$ cat src/rtl/ir_fetch_queue_pkg.sv
// Shared types and constants for the instruction fetch queue.
// Latency: n/a (declarations only).
// Backpressure: n/a.
//
// Contents: instruction width, reset PC default, NOP word, fetch-entry struct
// and a word-alignment helper.
package ir_fetch_queue_pkg;

  localparam int unsigned XLEN = 32;

  localparam logic [XLEN-1:0] IFQ_RESET_PC = 32'h0000_3000;
  localparam logic [XLEN-1:0] IFQ_NOP      = 32'h0000_0000;

  typedef struct packed {
    logic [XLEN-1:0] pc;
    logic [XLEN-1:0] ir;
  } fetch_ent_t;

  // Clear the byte offset of an address.
  function automatic logic [XLEN-1:0] word_align(input logic [XLEN-1:0] a);
    return a & ~32'h0000_0003;
  endfunction

endpackage

$ cat src/rtl/ir_fetch_queue_ifq_fifo.sv
// Generic synchronous FIFO with push, pop, clear and occupancy count.
// Latency: a pushed word is readable at head_o the cycle after the push.
// Backpressure: push while full is accepted only together with a pop.
//
// Ports: clk, rst_n (async active-low); clear_i empties the FIFO (wins over
// push/pop); push_i/push_dat_i write the tail; pop_i drops the head;
// head_o shows the oldest entry; count_o is the number of valid entries.
module ifq_fifo #(
  parameter int unsigned W     = 64,
  parameter int unsigned DEPTH = 4,
  parameter int unsigned CW    = $clog2(DEPTH) + 1
) (
  input  logic          clk,
  input  logic          rst_n,
  input  logic          clear_i,
  input  logic          push_i,
  input  logic [W-1:0]  push_dat_i,
  input  logic          pop_i,
  output logic [W-1:0]  head_o,
  output logic [CW-1:0] count_o
);

  localparam int unsigned PW = (DEPTH > 1) ? $clog2(DEPTH) : 1;

  logic [W-1:0]  mem_q [DEPTH];
  logic [PW-1:0] rd_ptr_q, rd_ptr_d;
  logic [PW-1:0] wr_ptr_q, wr_ptr_d;
  logic [CW-1:0] count_q, count_d;
  logic          full, empty, push_ok, pop_ok;

  // Pointers wrap explicitly so non power-of-two depths work.
  function automatic logic [PW-1:0] ptr_inc(input logic [PW-1:0] p);
    return (p == PW'(DEPTH - 1)) ? '0 : p + PW'(1);
  endfunction

  assign full    = (count_q == CW'(DEPTH));
  assign empty   = (count_q == '0);
  assign push_ok = push_i & (~full | pop_i);
  assign pop_ok  = pop_i & ~empty;
  assign head_o  = mem_q[rd_ptr_q];
  assign count_o = count_q;

  always_comb begin
    rd_ptr_d = rd_ptr_q;
    wr_ptr_d = wr_ptr_q;
    count_d  = count_q;
    if (clear_i) begin
      rd_ptr_d = '0;
      wr_ptr_d = '0;
      count_d  = '0;
    end else begin
      if (push_ok) wr_ptr_d = ptr_inc(wr_ptr_q);
      if (pop_ok)  rd_ptr_d = ptr_inc(rd_ptr_q);
      count_d = count_q + CW'(push_ok) - CW'(pop_ok);
    end
  end

  always_ff @(posedge clk or negedge rst_n) begin
    if (!rst_n) begin
      rd_ptr_q <= '0;
      wr_ptr_q <= '0;
      count_q  <= '0;
    end else begin
      rd_ptr_q <= rd_ptr_d;
      wr_ptr_q <= wr_ptr_d;
      count_q  <= count_d;
    end
  end

  // Storage needs no reset: entries are only read once written.
  always_ff @(posedge clk) begin
    if (push_ok && !clear_i) mem_q[wr_ptr_q] <= push_dat_i;
  end

endmodule

$ cat src/rtl/ir_fetch_queue.sv
// Fetch PC owner: issues in-order imem word reads, queues returned words with
// their PCs and hands them to decode. Redirect flushes, halt stops issue.
// Latency: response to ir_valid is 1 cycle (0 with IFQ_BYPASS_EN defined).
// Backpressure: ir_ready low fills the queue; issue stops by credit check.
//
// Optional macro IFQ_BYPASS_EN: an undiscarded response arriving while the
// queue is empty is shown to decode combinationally in the same cycle.
//
// Ports: clk, rst_n (async active-low); imem_req/imem_addr/imem_gnt request
// channel; imem_rvalid/imem_rdata in-order responses; ir_valid/ir_ready/ir/
// ir_pc decode handshake; redirect/redirect_pc flush and restart; halt stops
// issue; occupancy counts valid queued entries.
module ir_fetch_queue
  import ir_fetch_queue_pkg::*;
#(
  parameter int unsigned     DEPTH    = 4,
  parameter int unsigned     MAX_OUT  = 2,
  parameter logic [XLEN-1:0] RESET_PC = IFQ_RESET_PC
) (
  input  logic                     clk,
  input  logic                     rst_n,
  output logic                     imem_req,
  output logic [XLEN-1:0]          imem_addr,
  input  logic                     imem_gnt,
  input  logic                     imem_rvalid,
  input  logic [XLEN-1:0]          imem_rdata,
  output logic                     ir_valid,
  input  logic                     ir_ready,
  output logic [XLEN-1:0]          ir,
  output logic [XLEN-1:0]          ir_pc,
  input  logic                     redirect,
  input  logic [XLEN-1:0]          redirect_pc,
  input  logic                     halt,
  output logic [$clog2(DEPTH):0]   occupancy
);

  localparam int unsigned CW = $clog2(DEPTH) + 1;
  // The head lives in the output register, so the FIFO holds one less.
  localparam int unsigned QD = DEPTH - 1;
  localparam int unsigned EW = $clog2(QD) + 1;
  localparam int unsigned TW = $clog2(MAX_OUT) + 1;

  logic [XLEN-1:0] pc_q, pc_d;
  logic [CW-1:0]   disc_q, disc_d;
  logic            hv_q, hv_d;
  logic [XLEN-1:0] ir_q, ir_d;
  logic [XLEN-1:0] ir_pc_q, ir_pc_d;
  logic            run_q;

  logic            eq_push, eq_pop;
  fetch_ent_t      eq_dat, eq_head;
  logic [EW-1:0]   eq_cnt;
  logic            tg_pop;
  logic [XLEN-1:0] tg_head;
  logic [TW-1:0]   tg_cnt;

  logic [CW-1:0]   outstanding, occ;
  logic            credit_ok, gnt_ok, rsp_keep, head_pop, byp, byp_take;

  // Tags of discarded requests are flushed on redirect, so in-flight
  // requests are the still-tagged ones plus those awaiting discard.
  assign outstanding = CW'(tg_cnt) + disc_q;
  assign occ         = CW'(eq_cnt) + CW'(hv_q);
  assign occupancy   = occ;
  assign credit_ok   = ({1'b0, occ} + {1'b0, outstanding}) < (CW + 1)'(DEPTH);

  // run_q keeps the request low until the first edge after reset release.
  assign imem_req  = run_q & ~halt & ~redirect & credit_ok &
                     (outstanding < CW'(MAX_OUT));
  assign imem_addr = pc_q;
  assign gnt_ok    = imem_req & imem_gnt;
  assign tg_pop    = imem_rvalid & (disc_q == '0);
  assign rsp_keep  = tg_pop & ~redirect;
  assign head_pop  = hv_q & ir_ready;

`ifdef IFQ_BYPASS_EN
  assign byp      = rsp_keep & ~hv_q;
  assign byp_take = byp & ir_ready;
  assign ir_valid = hv_q | byp;
  assign ir       = byp ? imem_rdata : ir_q;
  assign ir_pc    = byp ? tg_head : ir_pc_q;
`else
  assign byp      = 1'b0;
  assign byp_take = 1'b0;
  assign ir_valid = hv_q;
  assign ir       = ir_q;
  assign ir_pc    = ir_pc_q;
`endif

  always_comb begin
    pc_d    = pc_q;
    disc_d  = disc_q;
    hv_d    = hv_q;
    ir_d    = ir_q;
    ir_pc_d = ir_pc_q;
    eq_push = 1'b0;
    eq_pop  = 1'b0;
    eq_dat  = '{pc: tg_head, ir: imem_rdata};
    if (redirect) begin
      pc_d   = word_align(redirect_pc);
      // A response landing this cycle is dropped with the flush.
      disc_d = outstanding - CW'(imem_rvalid);
      hv_d   = 1'b0;
    end else begin
      if (gnt_ok) pc_d = pc_q + 32'd4;
      if (imem_rvalid && disc_q != '0) disc_d = disc_q - CW'(1);
      if (!hv_q || head_pop) begin
        if (eq_cnt != '0) begin
          hv_d    = 1'b1;
          ir_d    = eq_head.ir;
          ir_pc_d = eq_head.pc;
          eq_pop  = 1'b1;
          eq_push = rsp_keep;
        end else if (rsp_keep) begin
          // A bypassed word consumed now is not kept, but ir/ir_pc still
          // latch it so they hold the last word shown.
          hv_d    = ~byp_take;
          ir_d    = imem_rdata;
          ir_pc_d = tg_head;
        end else begin
          hv_d = 1'b0;
        end
      end else begin
        eq_push = rsp_keep;
      end
    end
  end

  always_ff @(posedge clk or negedge rst_n) begin
    if (!rst_n) begin
      pc_q    <= RESET_PC;
      disc_q  <= '0;
      hv_q    <= 1'b0;
      ir_q    <= IFQ_NOP;
      ir_pc_q <= '0;
      run_q   <= 1'b0;
    end else begin
      pc_q    <= pc_d;
      disc_q  <= disc_d;
      hv_q    <= hv_d;
      ir_q    <= ir_d;
      ir_pc_q <= ir_pc_d;
      run_q   <= 1'b1;
    end
  end

  ifq_fifo #(.W($bits(fetch_ent_t)), .DEPTH(QD), .CW(EW)) u_entry_q (
    .clk        (clk),
    .rst_n      (rst_n),
    .clear_i    (redirect),
    .push_i     (eq_push),
    .push_dat_i (eq_dat),
    .pop_i      (eq_pop),
    .head_o     (eq_head),
    .count_o    (eq_cnt)
  );

  // PC of each tagged in-flight request, oldest first.
  ifq_fifo #(.W(XLEN), .DEPTH(MAX_OUT), .CW(TW)) u_tag_q (
    .clk        (clk),
    .rst_n      (rst_n),
    .clear_i    (redirect),
    .push_i     (gnt_ok),
    .push_dat_i (pc_q),
    .pop_i      (tg_pop),
    .head_o     (tg_head),
    .count_o    (tg_cnt)
  );

endmodule

$ cat config.mk
export PLATFORM = sky130hd
export DESIGN_NAME = ir_fetch_queue
export DESIGN_NICKNAME = d
export VERILOG_FILES = /design/src/rtl/ir_fetch_queue_pkg.sv /design/src/rtl/ir_fetch_queue_ifq_fifo.sv /design/src/rtl/ir_fetch_queue.sv
export SDC_FILE = /design/constraint.sdc
export NUM_CORES = 1
export LEC_CHECK = 0
export CAP_MARGIN = 20
export CORE_MARGIN = 2
export CORE_UTILIZATION = 28
export DETAILED_ROUTE_END_ITERATION = 16
export GPL_TIMING_DRIVEN = 1
export HOLD_SLACK_MARGIN = 0.05
export PLACE_DENSITY = 0.44
export SETUP_SLACK_MARGIN = 0.3
export SLEW_MARGIN = 25
export SYNTH_ARGS = -nofsm -noshare
export SYNTH_HDL_FRONTEND = slang
export SYNTH_HIERARCHICAL = 1
export SYNTH_SLANG_ARGS = --single-unit
$ cat constraint.sdc
create_clock -name clk -period 15.5 [get_ports clk]
set_input_delay 2.325 -clock clk [delete_from_list [all_inputs] [get_ports clk]]
set_output_delay 2.325 -clock clk [all_outputs]
set_load 0.01 [all_outputs]
# --- Word-level counts from Yosys, hierarchy flattened ---
# Memory sizes are Yosys's and may differ from the RTL's.
# Index checks and enable logic that the tools add are counted.
classes:
  add_sub_neg: 14
  n_lt_le_gt_ge: 2
  n_eq_ne: 4
  muxes: 36
  bitwise: 20
  n_reduce_logical: 20
op_table:
  columns: ["operator", "n"]
  rows:
  - ["32-bit two-way mux", 6]
  - ["32-bit by 3-bit adder with 32-bit output, second input constant", 1]
  - ["1-bit two-way mux", 20]
  - ["2-bit nonzero test", 8]
  - ["2-bit two-way mux", 7]
  - ["1-bit bitwise AND", 12]
  - ["3-bit two-way mux", 3]
  - ["3-bit by 1-bit adder with 3-bit output", 2]
  - ["2-bit equality test, second input constant", 3]
  - ["3-bit zero test", 2]
  - ["1-bit inverter", 6]
  - ["3-bit nonzero test", 2]
  - ["3-bit by 1-bit subtractor with 3-bit output", 2]
  - ["2-bit by 1-bit adder with 2-bit output, second input constant", 2]
  - ["3-bit by 3-bit adder with 4-bit output", 1]
  - ["4-bit by 3-bit < comparator with 1-bit output, second input constant", 1]
  - ["2-bit by 3-bit adder with 3-bit output", 1]
  - ["3-bit by 2-bit equality test with 1-bit output, second input constant", 1]
  - ["1-bit logical AND", 3]
  - ["3-bit by 2-bit < comparator with 1-bit output, second input constant", 1]
  - ["3-bit AND reduction", 1]
  - ["3-bit by 1-bit subtractor with 3-bit output, second input constant", 1]
  - ["1-bit adder, second input constant", 2]
  - ["2-bit by 1-bit adder with 2-bit output", 1]
  - ["other kinds (5)", 7]
word_totals:
  register_bits: 112
  mem_bits_rw: 256
  input_bits: 71
  out_inout_bits: 101
  n_memories: 2
memory_table:
  columns: ["memory", "words", "word_bits", "read_ports", "rd_clocked_by_memory_dff", "write_ports", "line", "text"]
  rows:
  - ["u_entry_q.mem_q", 3, 64, 1, 0, 1, "ir_fetch_queue_ifq_fifo.sv:25", "logic [W-1:0] mem_q [DEPTH];"]
  - ["u_tag_q.mem_q", 2, 32, 1, 0, 1, "ir_fetch_queue_ifq_fifo.sv:25", null]

# --- Longest topological paths before layout ---
# Gate-level depths: netlist of run 1.
logic_depth:
  ltp_word: 10
  depth_mapped: 15
  ltp_nobuf: 14

# --- Modules after synthesis ---
# Netlist of run 1, hierarchy kept.
by_module_without_submodules:
  columns: ["module", "instances", "cells_per_inst", "area_each_um2"]
  rows:
  - ["ifq_fifo (u_entry_q)", 1, 444, 7478.4]
  - ["ir_fetch_queue", 1, 536, 5170.0]
  - ["ifq_fifo (u_tag_q)", 1, 121, 2541.2]

# --- Least setup slack after synthesis of run 1 ---
# No wires, ideal clock.
synth_timing:
  path_type: "input to register"
  startpoint: "input redirect"
  endpoint: "memory u_entry_q.mem_q[2][0] (enable)"
  setup_ps: 666
  arrival_ps: 10041
  required_ps: 14834
  slack_ps: 4792
  cell_stages: 7
  n_path_buf: 3
  path_cell_list: "buf_6 > clkbuf_1 > clkbuf_1 > nor3_1 > nand4bb_1 > nand2_1 > nor4b_1"
synth_lines:
  columns: ["item", "line", "text"]
  rows:
  - ["from (decl)", "ir_fetch_queue.sv:31", "input logic redirect,"]
  - ["1-bit two-way mux", "ir_fetch_queue.sv:99", "if (redirect) begin"]
  - ["via eq_pop", "ir_fetch_queue.sv:50", "logic eq_push, eq_pop;"]
  - ["1-bit bitwise OR", "ir_fetch_queue_ifq_fifo.sv:38", "assign push_ok = push_i & (~full | pop_i);"]
  - ["1-bit bitwise AND", "ir_fetch_queue_ifq_fifo.sv:38", null]
  - ["1-bit logical AND", "ir_fetch_queue_ifq_fifo.sv:72", "if (push_ok && !clear_i) mem_q[wr_ptr_q] <= push_dat_i;"]
  - ["1-bit two-way mux", "ir_fetch_queue_ifq_fifo.sv:72", null]
  - ["1-bit two-way mux (not written as such)", "ir_fetch_queue_ifq_fifo.sv:72", null]
  - ["to (decl)", "ir_fetch_queue_ifq_fifo.sv:25", null]
# The timed path passes the listed nets, and every way through them passes these cells.

# --- Worst setup path after layout of run 1 ---
layout_timing:
  startpoint: "input halt"
  endpoint: "output imem_req"
layout_between:
  elab_chain_cells: 5
layout_rtl:
  columns: ["item", "line", "text"]
  rows:
  - ["from (decl)", "ir_fetch_queue.sv:33", "input logic halt,"]
  - ["1-bit inverter", "ir_fetch_queue.sv:68", "assign imem_req = run_q & ~halt & ~redirect & credit_ok &"]
  - ["1-bit bitwise AND (4 in series)", "ir_fetch_queue.sv:68", null]
  - ["to (decl)", "ir_fetch_queue.sv:22", "output logic imem_req,"]
# No other way between the ends.

==> results.json, run 1 <==
{
  "routed-via-count": 9149,
  "hold_viol_final": 0,
  "timing.slew.headroom_pct": 41.8,
  "route.detailed.vias_per_inst": 4.58,
  "n_antenna_cell": 0,
  "hold_class": "flip-flop to flip-flop",
  "timing.reg2reg.worst_path_depth": 11,
  "full_die_area_um2": 56100,
  "leakage_nw": 6.90,
  "cts_resized": 0,
  "worst_hold_path.num_cells": 2,
  "timing.max_cap.violations": 0,
  "critPathRequiredTime_ps": 13180,
  "synth.avg_cell_area_um2": 13.8,
  "cts_made_buffers": 42,
  "tightest_slew_ps": 874,
  "placeableCoreArea_um2": 53700,
  "synth.ff_latch_count": 366,
  "cts.path.max_buffers": 3,
  "path_max_fanout": 2,
  "predominant_post_synthesis_flop_cell": "edfxtp_1",
  "synth_enable_flop_cells": 256,
  "achievable-frequency_mhz": 158,
  "ant_nets": 0,
  "fin_nets": 1353,
  "finalWeightedCongestion": 0.720,
  "detailed_place_hpwl_um": 21200,
  "tritoncts": "yes",
  "startpoint_type": "primary input",
  "ys.warnings.count": 6,
  "final_period_minus_worst_setup_slack_ps": 6350,
  "clk_pin_slew_ps": 50,
  "most-common-layout-cells": "256 x edfxtp_1, 165 x clkdlybuf4s50_1, 136 x mux2i_1",
  "width_of_the_chip_um": 237,
  "cts.htree.levels": 2,
  "met3WireLength_um": 1300,
  "first_global_vias": 9232,
  "cellPowerDensity_nw_per_um2": 139,
  "wl_per_cell_um": 18.2,
  "worst_skew_pair.late_latency_ps": 560,
  "outcome": "finished clean",
  "finish.utilization_pct": 35.3,
  "total_global_route_track_usage_pct": 13.0,
  "overflow": 0,
  "placementRows": 85,
  "setup_viol_count_final": 0,
  "grt_setup_unrepaired": "false",
  "pin_count": 172,
  "post-layout-total-power_mw": 2.64,
  "grt_pass1_wl_um": 56100,
  "area.growth.synth_to_final_pct": 24.8,
  "yosys.cell_types.count": 53,
  "drt-initial-drc-count": 400,
  "place_worst_setup_slack_ps": 9150,
  "period_share_pct": 40.9,
  "final.fill_count": 5165,
  "async_flop_share_pct": 30.1,
  "setup.worst_path.end_class": "output port",
  "report.final.slew_viol_count": 0,
  "finalWirelength_um": 36400,
  "drt-met1-wl_um": 17500,
  "setup.worst_path.class": "primary input to output port",
  "register_area_um2": 10500,
  "die_h_um": 237,
  "tritoncts_num_sinks": 366,
  "area_used_by_multi_input_combinational_logic_um2": 4430,
  "final_layout_size_suffix_gt1_share_pct": 9.92,
  "highest_metal_used": "met4",
  "final_area_um2": 19000,
  "fin_worst_skew_ps": 19.1,
  "antenna_found_initial": 0,
  "timing.critical_path.arrival_ps": 4020,
  "ir_worst_vdd_uv": 67.3,
  "cts_post_setup_buffers_inserted": 0,
  "met2RoutedLength_um": 16900,
  "placed_area_um2": 17600,
  "clock_tree.root_cell": "clkbuf_16",
  "setup_slack_ps": 9150,
  "effective_utilization_at_floorplan_pct": 28.3,
  "finalSetupTns_ps": 0,
  "post_synth_instance_area_um2": 15200,
  "syn-instance-count": 1101,
  "hold_fix_buffers_cts": 0,
  "route.detailed.drc": 0,
  "io_buffer_count": 167,
  "portion_of_the_post_synthesis_area_used_by_sequential_elements_pct": 68.7,
  "drt-pass1-iter-count": 4,
  "largest_net_degree_at_the_start_of_global_routing": 83,
  "mostFrequentLayoutCell": "edfxtp_1"
}
## metrics by stage
stage	hold WS (ps)	std cells
after floorplan	493	1106
after global placement	510	1918
after detailed placement	519	1918
after CTS	532	1996
after global routing	541	1996
final	527	1996
## cells in the mapped netlist (3+ instances only)
library cell,n,share of area [%]
or4b_1,3,0.20
nand2b_1,4,0.16
nand3b_1,3,0.15
nand3_1,24,0.79
ha_1,14,1.2
nand2_1,102,2.5
nor2b_1,6,0.25
mux2i_1,136,9.0
buf_1,4,0.099
xnor2_1,8,0.46
buf_4,3,0.15
nor3_1,8,0.26
nand4_1,8,0.33
or3_1,4,0.16
and3_1,12,0.49
inv_1,16,0.40
and4_1,3,0.17
a21oi_1,71,2.3
nor2_1,77,1.9
buf_6,6,0.44
mux2_2,33,2.4
o21ai_0,79,2.6
or4_1,3,0.15
o311ai_0,6,0.35
edfxtp_1,256,51
xor2_1,8,0.46
dfrtp_1,108,18
a22oi_1,3,0.15
buf_2,14,0.46
o211ai_1,10,0.49
clkbuf_1,38,0.94
## sequential cells by signal, indices dropped and copies added, names as in the netlist
signal and cells:
u_tag_q/count_o 2, run_q 1, u_entry_q/count_o 3, u_tag_q/rd_ptr_q 1
ir 32, disc_q 3, u_tag_q/mem_q 64, u_tag_q/wr_ptr_q 1
u_entry_q/mem_q 192, imem_addr 30, ir_valid 1, u_entry_q/wr_ptr_q 2
u_entry_q/rd_ptr_q 2, ir_pc 32
## path summary, 6_finish.rpt
check | startpoint | endpoint | slack (ps)
worst max-delay path | halt | imem_req | 9150
worst min-delay path | ir_pc[8] | ir_pc[8] | 530
worst max register to register | u_tag_q/count_o[0] | u_tag_q/mem_q[1][3] | 11220
worst min register to register | ir_pc[8] | ir_pc[8] | 530
max in group asynchronous | rst_n | u_entry_q/rd_ptr_q[1] | 12350
min in group asynchronous | rst_n | imem_addr[9] | 1760
## metal layers
| metal | track usage (%) | vias to the layer above |
|---|---|---|
| li1 | - | 4389 |
| met2 | 20.8 | 165 |
| met1 | 18.0 | 4544 |
| met3 | 2.38 | 51 |
| met5 | 0 | - |
| met4 | 4.12 | 0 |
## logic make-up after synthesis
group                    synth area share (%)
AO/OA/AOI/OAI                            6.89
buffers and inverters                    2.54
adder cells (fa/ha/maj)                  1.42
multiplexers                             11.5
XOR/XNOR                                0.923
AND/OR/NAND/NOR                          7.92
other                                  0.0494
flip-flops                               68.7
## critical path, stage by stage
cell             delay (ps)
clkdlybuf4s50_1         420
or4_1                   480
nor3_1                  210
clkdlybuf4s50_1         580
## area by class of cell
type                            count  area share (%)
Tap cell                          696            4.59
Timing Repair Buffer              181            9.37
Multi-Input combinational cell    657            23.4
Clock inverter                     15           0.891
Clock buffer                       63            6.33
Inverter                           18           0.356
Sequential cell                   366            55.1
## report_power, final
part	internal (mW)	switching, mW	leakage (nW)
Sequential	1.15	0.0722	3.60
Combinational	0.239	0.199	2.63
Clock	0.587	0.396	0.671
Total	1.97	0.667	6.90
(Power assumes the default switching activity.)
==> run 2: changes to the inputs <==
- clock period: 15.5 -> 6.46 ns (I/O delays scaled with it)
==> run 2 against run 1 <==
Power is 140% higher; sequential power is 140% higher; cell area is 0.27% higher; largest power group unchanged; via count is 0.56% lower; clock skew hardly changed; highest routed layer unchanged; first-iteration DRC count is 10% lower; critical path depth is 5 higher; die area stayed put; clock power is 140% higher.
==> results.json, run 2 (synthesis results as in run 1) <==
{
  "cts.htree.levels": 2,
  "drt-pass1-iter-count": 5,
  "final_layout_size_suffix_gt1_share_pct": 10.0,
  "largest_register_ffs": 192,
  "finalSetupTns_ps": 0,
  "tritoncts": "yes",
  "power.switching_mw": 1.59,
  "finalWeightedCongestion": 0.732,
  "cellInternalPower_mw": 4.77,
  "timing.reg2reg.worst_path_depth": 11,
  "width_of_the_chip_um": 237,
  "hold_class": "primary input to async pin",
  "outcome": "finished clean",
  "critPathMaxStageDelay_ps": 570,
  "largest_net_degree_at_the_start_of_global_routing": 93,
  "worst_skew_pair.late_latency_ps": 560,
  "cpLargestDelayFamily": "adder cells",
  "cp_num_cells": 9,
  "placeableCoreArea_um2": 53700,
  "ir_worst_vdd_uv": 188,
  "tightest_slew_ps": 955,
  "detailed_place_hpwl_um": 21500,
  "path_max_fanout": 4,
  "buffer_and_inverter_count_on_the_worst_path": 2,
  "grt_setup_unrepaired": "false",
  "route.detailed.drc": 0,
  "achievable-frequency_mhz": 222,
  "holdWs_ps": 401,
  "cts.path.max_buffers": 3,
  "final.fill_count": 5200,
  "n_antenna_cell": 0,
  "setup_viol_count_final": 0,
  "setup.worst_path.class": "flip-flop to output port",
  "largest_register": "u_entry_q/mem_q",
  "routed-via-count": 9098,
  "clk_pin_slew_ps": 60,
  "hold_viol_final": 0,
  "most-common-layout-cells": "256 x edfxtp_1, 165 x clkdlybuf4s50_1, 136 x mux2i_1",
  "ant_nets": 0,
  "fin_nets": 1356,
  "tritoncts_num_sinks": 366,
  "placementRows": 85,
  "die_h_um": 237,
  "io_buffer_count": 167,
  "critical-path-slowest-cell": "clkdlybuf4s50_1",
  "effective_utilization_at_floorplan_pct": 28.3,
  "pin_count": 172,
  "full_die_area_um2": 56100,
  "setup.worst_path.end_class": "output port",
  "leakage_nw": 6.92,
  "clock_tree.root_cell": "clkbuf_16",
  "finalWirelength_um": 35600,
  "wl_per_cell_um": 17.8,
  "cts_resized": 0,
  "reg.largest.list": "u_entry_q/mem_q: 192 flops, u_tag_q/mem_q: 64 flops",
  "hold_fix_buffers_cts": 0,
  "total_global_route_track_usage_pct": 12.7,
  "timing.critical_path.arrival_ps": 3530,
  "cts_made_buffers": 43,
  "first_global_vias": 8995,
  "cellPowerDensity_nw_per_um2": 335,
  "timing.max_cap.violations": 0,
  "critPathRequiredTime_ps": 5490,
  "worst_path_most_repeated_cell": "ha_1",
  "antenna_found_initial": 0,
  "cts_post_setup_buffers_inserted": 0,
  "timing.critical_path.cells": "ha_1 -> inv_1 -> fa_1 -> xnor2_1 -> ha_1 -> nand4bb_1 -> or4_1 -> nor3_1 -> clkdlybuf4s50_1",
  "share_clk_of_total_power_pct": 37.7,
  "mostFrequentLayoutCell": "edfxtp_1",
  "drt-initial-drc-count": 360,
  "power.switching_fraction_pct": 25.0,
  "period_share_pct": 69.7,
  "route.detailed.vias_per_inst": 4.55,
  "final_period_minus_worst_setup_slack_ps": 4500,
  "power.share.sequential_pct": 45.9,
  "area.growth.synth_to_final_pct": 25.2,
  "overflow": 0,
  "timing.slew.headroom_pct": 36.3,
  "power.combinational.fraction_pct": 16.4,
  "fin_worst_skew_ps": 18.8,
  "report.final.slew_viol_count": 0,
  "grt_pass1_wl_um": 54900,
  "startpoint_type": "flip-flop"
}
-- run 2: path summary, 6_finish.rpt --
kind	from	to	slack (ps)
min in group clk	ir_pc[18]	ir_pc[18]	520
min	rst_n	imem_addr[7]	400
min reg2reg	ir_pc[18]	ir_pc[18]	520
max reg2reg	u_tag_q/count_o[0]	u_tag_q/mem_q[1][2]	2250
max in group asynchronous	rst_n	u_entry_q/rd_ptr_q[0]	4780
max	u_tag_q/count_o[0]	imem_req	1960
-- run 2: metrics by stage --
stage               instances  util, %  worst slack (ps)  total power, mW  area [µm²]
finish                   2000     35.4              1960             6.37       19000
global route             2000     35.4              1810             6.70       19000
CTS                      2000     35.4              1890             6.50       19000
detailed placement       1920     32.8              2180             4.04       17600
global placement         1920     32.8              2200             4.03       17600
floorplan                1106        -               334             3.37       15200
-- run 2: area by class of cell --
| type | count | area, µm² | area share (%) |
|---|---|---|---|
| Clock inverter | 15 | 160 | 0.842 |
| Sequential cell | 366 | 10500 | 55.0 |
| Timing Repair Buffer | 183 | 1790 | 9.40 |
| Tap cell | 696 | 871 | 4.58 |
| Multi-Input combinational cell | 657 | 4440 | 23.3 |
| Inverter | 18 | 67.6 | 0.355 |
| Clock buffer | 65 | 1240 | 6.52 |
-- run 2: routing by layer --
layer	global-route usage, %	vias to the layer above	share of wire, %
li1	-	4388	-
met3	2.34	45	3.6
met2	20.0	162	46
met1	17.7	4503	49
met4	4.43	0	2.0
met5	0	-	0
-- run 2: power groups by stage --
stage / logic (mW) / clock network (mW) / registers (mW)
finish: 1.04 / 2.40 / 2.92
global route: 1.14 / 2.60 / 2.96
CTS: 1.06 / 2.50 / 2.93
detailed placement: 1.06 / 0 / 2.98
global placement: 1.06 / 0 / 2.97
floorplan: 0.329 / 0 / 3.04
==> run 3: changes to the inputs <==
- PLACE_DENSITY: 0.44 -> 0.45
- clock period: 6.46 -> 3.7 ns (I/O delays scaled with it)
==> run 3 against run 2 <==
Sequential share of layout area down 1.1 points; global-route usage about the same; sequential power increased by 75%; wire length increased by 0.93%; clock-buffer cell count decreased by 13; sequential cell count unchanged; register-to-register slack lost 1900 ps; critical endpoint unchanged; highest routed layer unchanged.
==> results.json, run 3 (synthesis results as in run 1) <==
{
  "setup.worst_path.end_class": "output port",
  "first_global_vias": 9384,
  "overflow": 0,
  "setup_viol_count_final": 0,
  "hold_viol_final": 0,
  "critical-path-slowest-cell": "or4_4",
  "ant_nets": 0,
  "cellInternalPower_mw": 8.16,
  "antenna_found_initial": 0,
  "critPathMaxStageDelay_ps": 430,
  "mostFrequentLayoutCell": "edfxtp_1",
  "report.final.slew_viol_count": 0,
  "largest_net_degree_at_the_start_of_global_routing": 75,
  "effective_utilization_at_floorplan_pct": 28.3,
  "most-common-layout-cells": "256 x edfxtp_1, 164 x clkdlybuf4s50_1, 136 x mux2i_1",
  "critPathRequiredTime_ps": 3140,
  "width_of_the_chip_um": 237,
  "power.combinational.fraction_pct": 17.6,
  "cts.htree.levels": 2,
  "outcome": "finished clean",
  "dp_cells": 1929,
  "drt-pass1-iter-count": 4,
  "register_area_um2": 10500,
  "placeableCoreArea_um2": 53700,
  "final.fill_count": 5141,
  "finalWeightedCongestion": 0.748,
  "area.growth.synth_to_final_pct": 27.9,
  "area_used_by_multi_input_combinational_logic_um2": 4560,
  "final_layout_size_suffix_gt1_share_pct": 12.7,
  "startpoint_type": "flip-flop",
  "n_antenna_cell": 0,
  "drt-initial-drc-count": 437,
  "grt_setup_unrepaired": "true",
  "finalWirelength_um": 35900,
  "ir_worst_vdd_uv": 294,
  "cellPowerDensity_nw_per_um2": 568,
  "final_period_minus_worst_setup_slack_ps": 3380,
  "timing.critical_path.arrival_ps": 2830,
  "cts.path.max_buffers": 3,
  "detailed_place_hpwl_um": 21900,
  "full_die_area_um2": 56100,
  "pin_count": 172,
  "largest_register_ffs": 192,
  "reg.largest.list": "u_entry_q/mem_q: 192 flops, u_tag_q/mem_q: 64 flops",
  "power.switching_mw": 2.87,
  "route.detailed.drc": 0,
  "timing.slew.headroom_pct": 45.5,
  "wl_per_cell_um": 17.8,
  "rr_startpoint": "disc_q[0]",
  "clk_pin_slew_ps": 60,
  "cpLargestDelayFamily": "adder cells",
  "clock_tree.root_cell": "clkbuf_16",
  "achievable-frequency_mhz": 296,
  "timing.max_cap.violations": 0,
  "tightest_slew_ps": 817,
  "hold_path_endpoint": "u_entry_q/rd_ptr_q[1]",
  "timing.reg2reg.worst_path_depth": 13,
  "timing.critical_path.cells": "ha_2 -> inv_2 -> fa_2 -> xnor2_2 -> ha_1 -> nand4bb_4 -> or4_4 -> nor3_2 -> buf_2",
  "worst_skew_pair.late_latency_ps": 580,
  "power.switching_fraction_pct": 26.0,
  "leakage_nw": 7.05,
  "path_max_fanout": 2,
  "layout.cells.non_filler": 2018,
  "io_buffer_count": 167,
  "fin_nets": 1376,
  "crit-reg2reg-capture": "u_tag_q/mem_q[0][26]",
  "tritoncts": "yes",
  "setup.worst_path.class": "flip-flop to output port",
  "tritoncts_num_sinks": 366,
  "buffer_and_inverter_count_on_the_worst_path": 2,
  "cts_made_buffers": 42,
  "share_clk_of_total_power_pct": 36.2,
  "die_h_um": 237,
  "hp-start": "redirect",
  "post-layout-total-power_mw": 11.0,
  "total_global_route_track_usage_pct": 12.8,
  "power.share.sequential_pct": 46.3,
  "period_share_pct": 91.4,
  "grt_pass1_wl_um": 55100,
  "finish.utilization_pct": 36.2,
  "worst_hold_path.num_cells": 3,
  "fin_worst_skew_ps": 16.6,
  "routed-via-count": 9158,
  "route.detailed.vias_per_inst": 4.54,
  "largest_register": "u_entry_q/mem_q",
  "placementRows": 85,
  "ff2ff_setup_slack_ps": 330,
  "hold_class": "primary input to flip-flop"
}
==> run 3: cell types whose count changed in the layout (fill, tap and decap cells not counted), moves of 3 or more <==
cell / previous run / this run
clkinv_1: 4 / 12
buf_4: 16 / 20
clkbuf_1: 15 / 8
buf_12: 0 / 12
clkbuf_8: 6 / 2
inv_1: 16 / 13
ha_1: 14 / 11
nor3_1: 6 / 3
clkinv_2: 6 / 3
==> run 3: area by class of cell <==
cell class | count | area share [%]
Clock inverter | 25 | 1.12
Timing Repair Buffer | 204 | 11.0
Tap cell | 696 | 4.48
Multi-Input combinational cell | 657 | 23.5
Sequential cell | 366 | 53.8
Clock buffer | 52 | 5.71
Inverter | 18 | 0.361
==> run 3: worst max path at each step <==
stage                       endpoint  slack, ps      start  depth (start not counted)
2_1_floorplan  u_entry_q/mem_q[2][0]       -270   redirect                          7
3_3_place_gp                imem_req        240  disc_q[0]                          9
3_5_place_dp                imem_req        190  disc_q[0]                          9
4_1_cts                     imem_req        180  disc_q[0]                          9
5_1_grt                     imem_req        200  disc_q[0]                          9
6_report                    imem_req        320  disc_q[0]                          9
==> run 3: what timing repair did <==
item	4_1_cts	5_1_grt
setup endpoints to repair	19	88
pin swaps	5	4
setup buffers	5	3
endpoints found under the hold margin	17	0
resized for setup	16	10
hold buffers	1	0
cloned	0	3
==> run 3: per-stage QoR <==
step | area [µm²] | hold WS, ps | setup WS (ps) | setup TNS [ps]
2_1_floorplan | 15300 | 259 | -274 | -30370
3_3_place_gp | 17800 | 505 | 239 | 0
3_5_place_dp | 17800 | 516 | 187 | 0
4_1_cts | 19300 | 460 | 175 | 0
5_1_grt | 19400 | 496 | 202 | 0
6_report | 19400 | 501 | 318 | 0
==> run 3: per-layer routing <==
layer | GRT usage, % | wire length, µm | vias up
met2 | 20.0 | 16300 | 152
met1 | 17.7 | 17400 | 4513
met5 | 0 | 0 | -
met4 | 4.07 | 883 | 0
li1 | - | - | 4434
met3 | 2.69 | 1310 | 59
==> run 3: power by group through the flow <==
stage	Sequential (mW)	Clock, mW	Combinational [mW]
finish	5.10	3.99	1.94
global route	5.16	4.28	2.11
CTS	5.12	4.14	1.95
detailed placement	5.20	0	1.90
global placement	5.18	0	1.89
floorplan	5.31	0	0.581
==> run 3: worst min-delay path, stage by stage <==
cell    delay [ps]
buf_2          140
buf_4          220
nor2_1         110
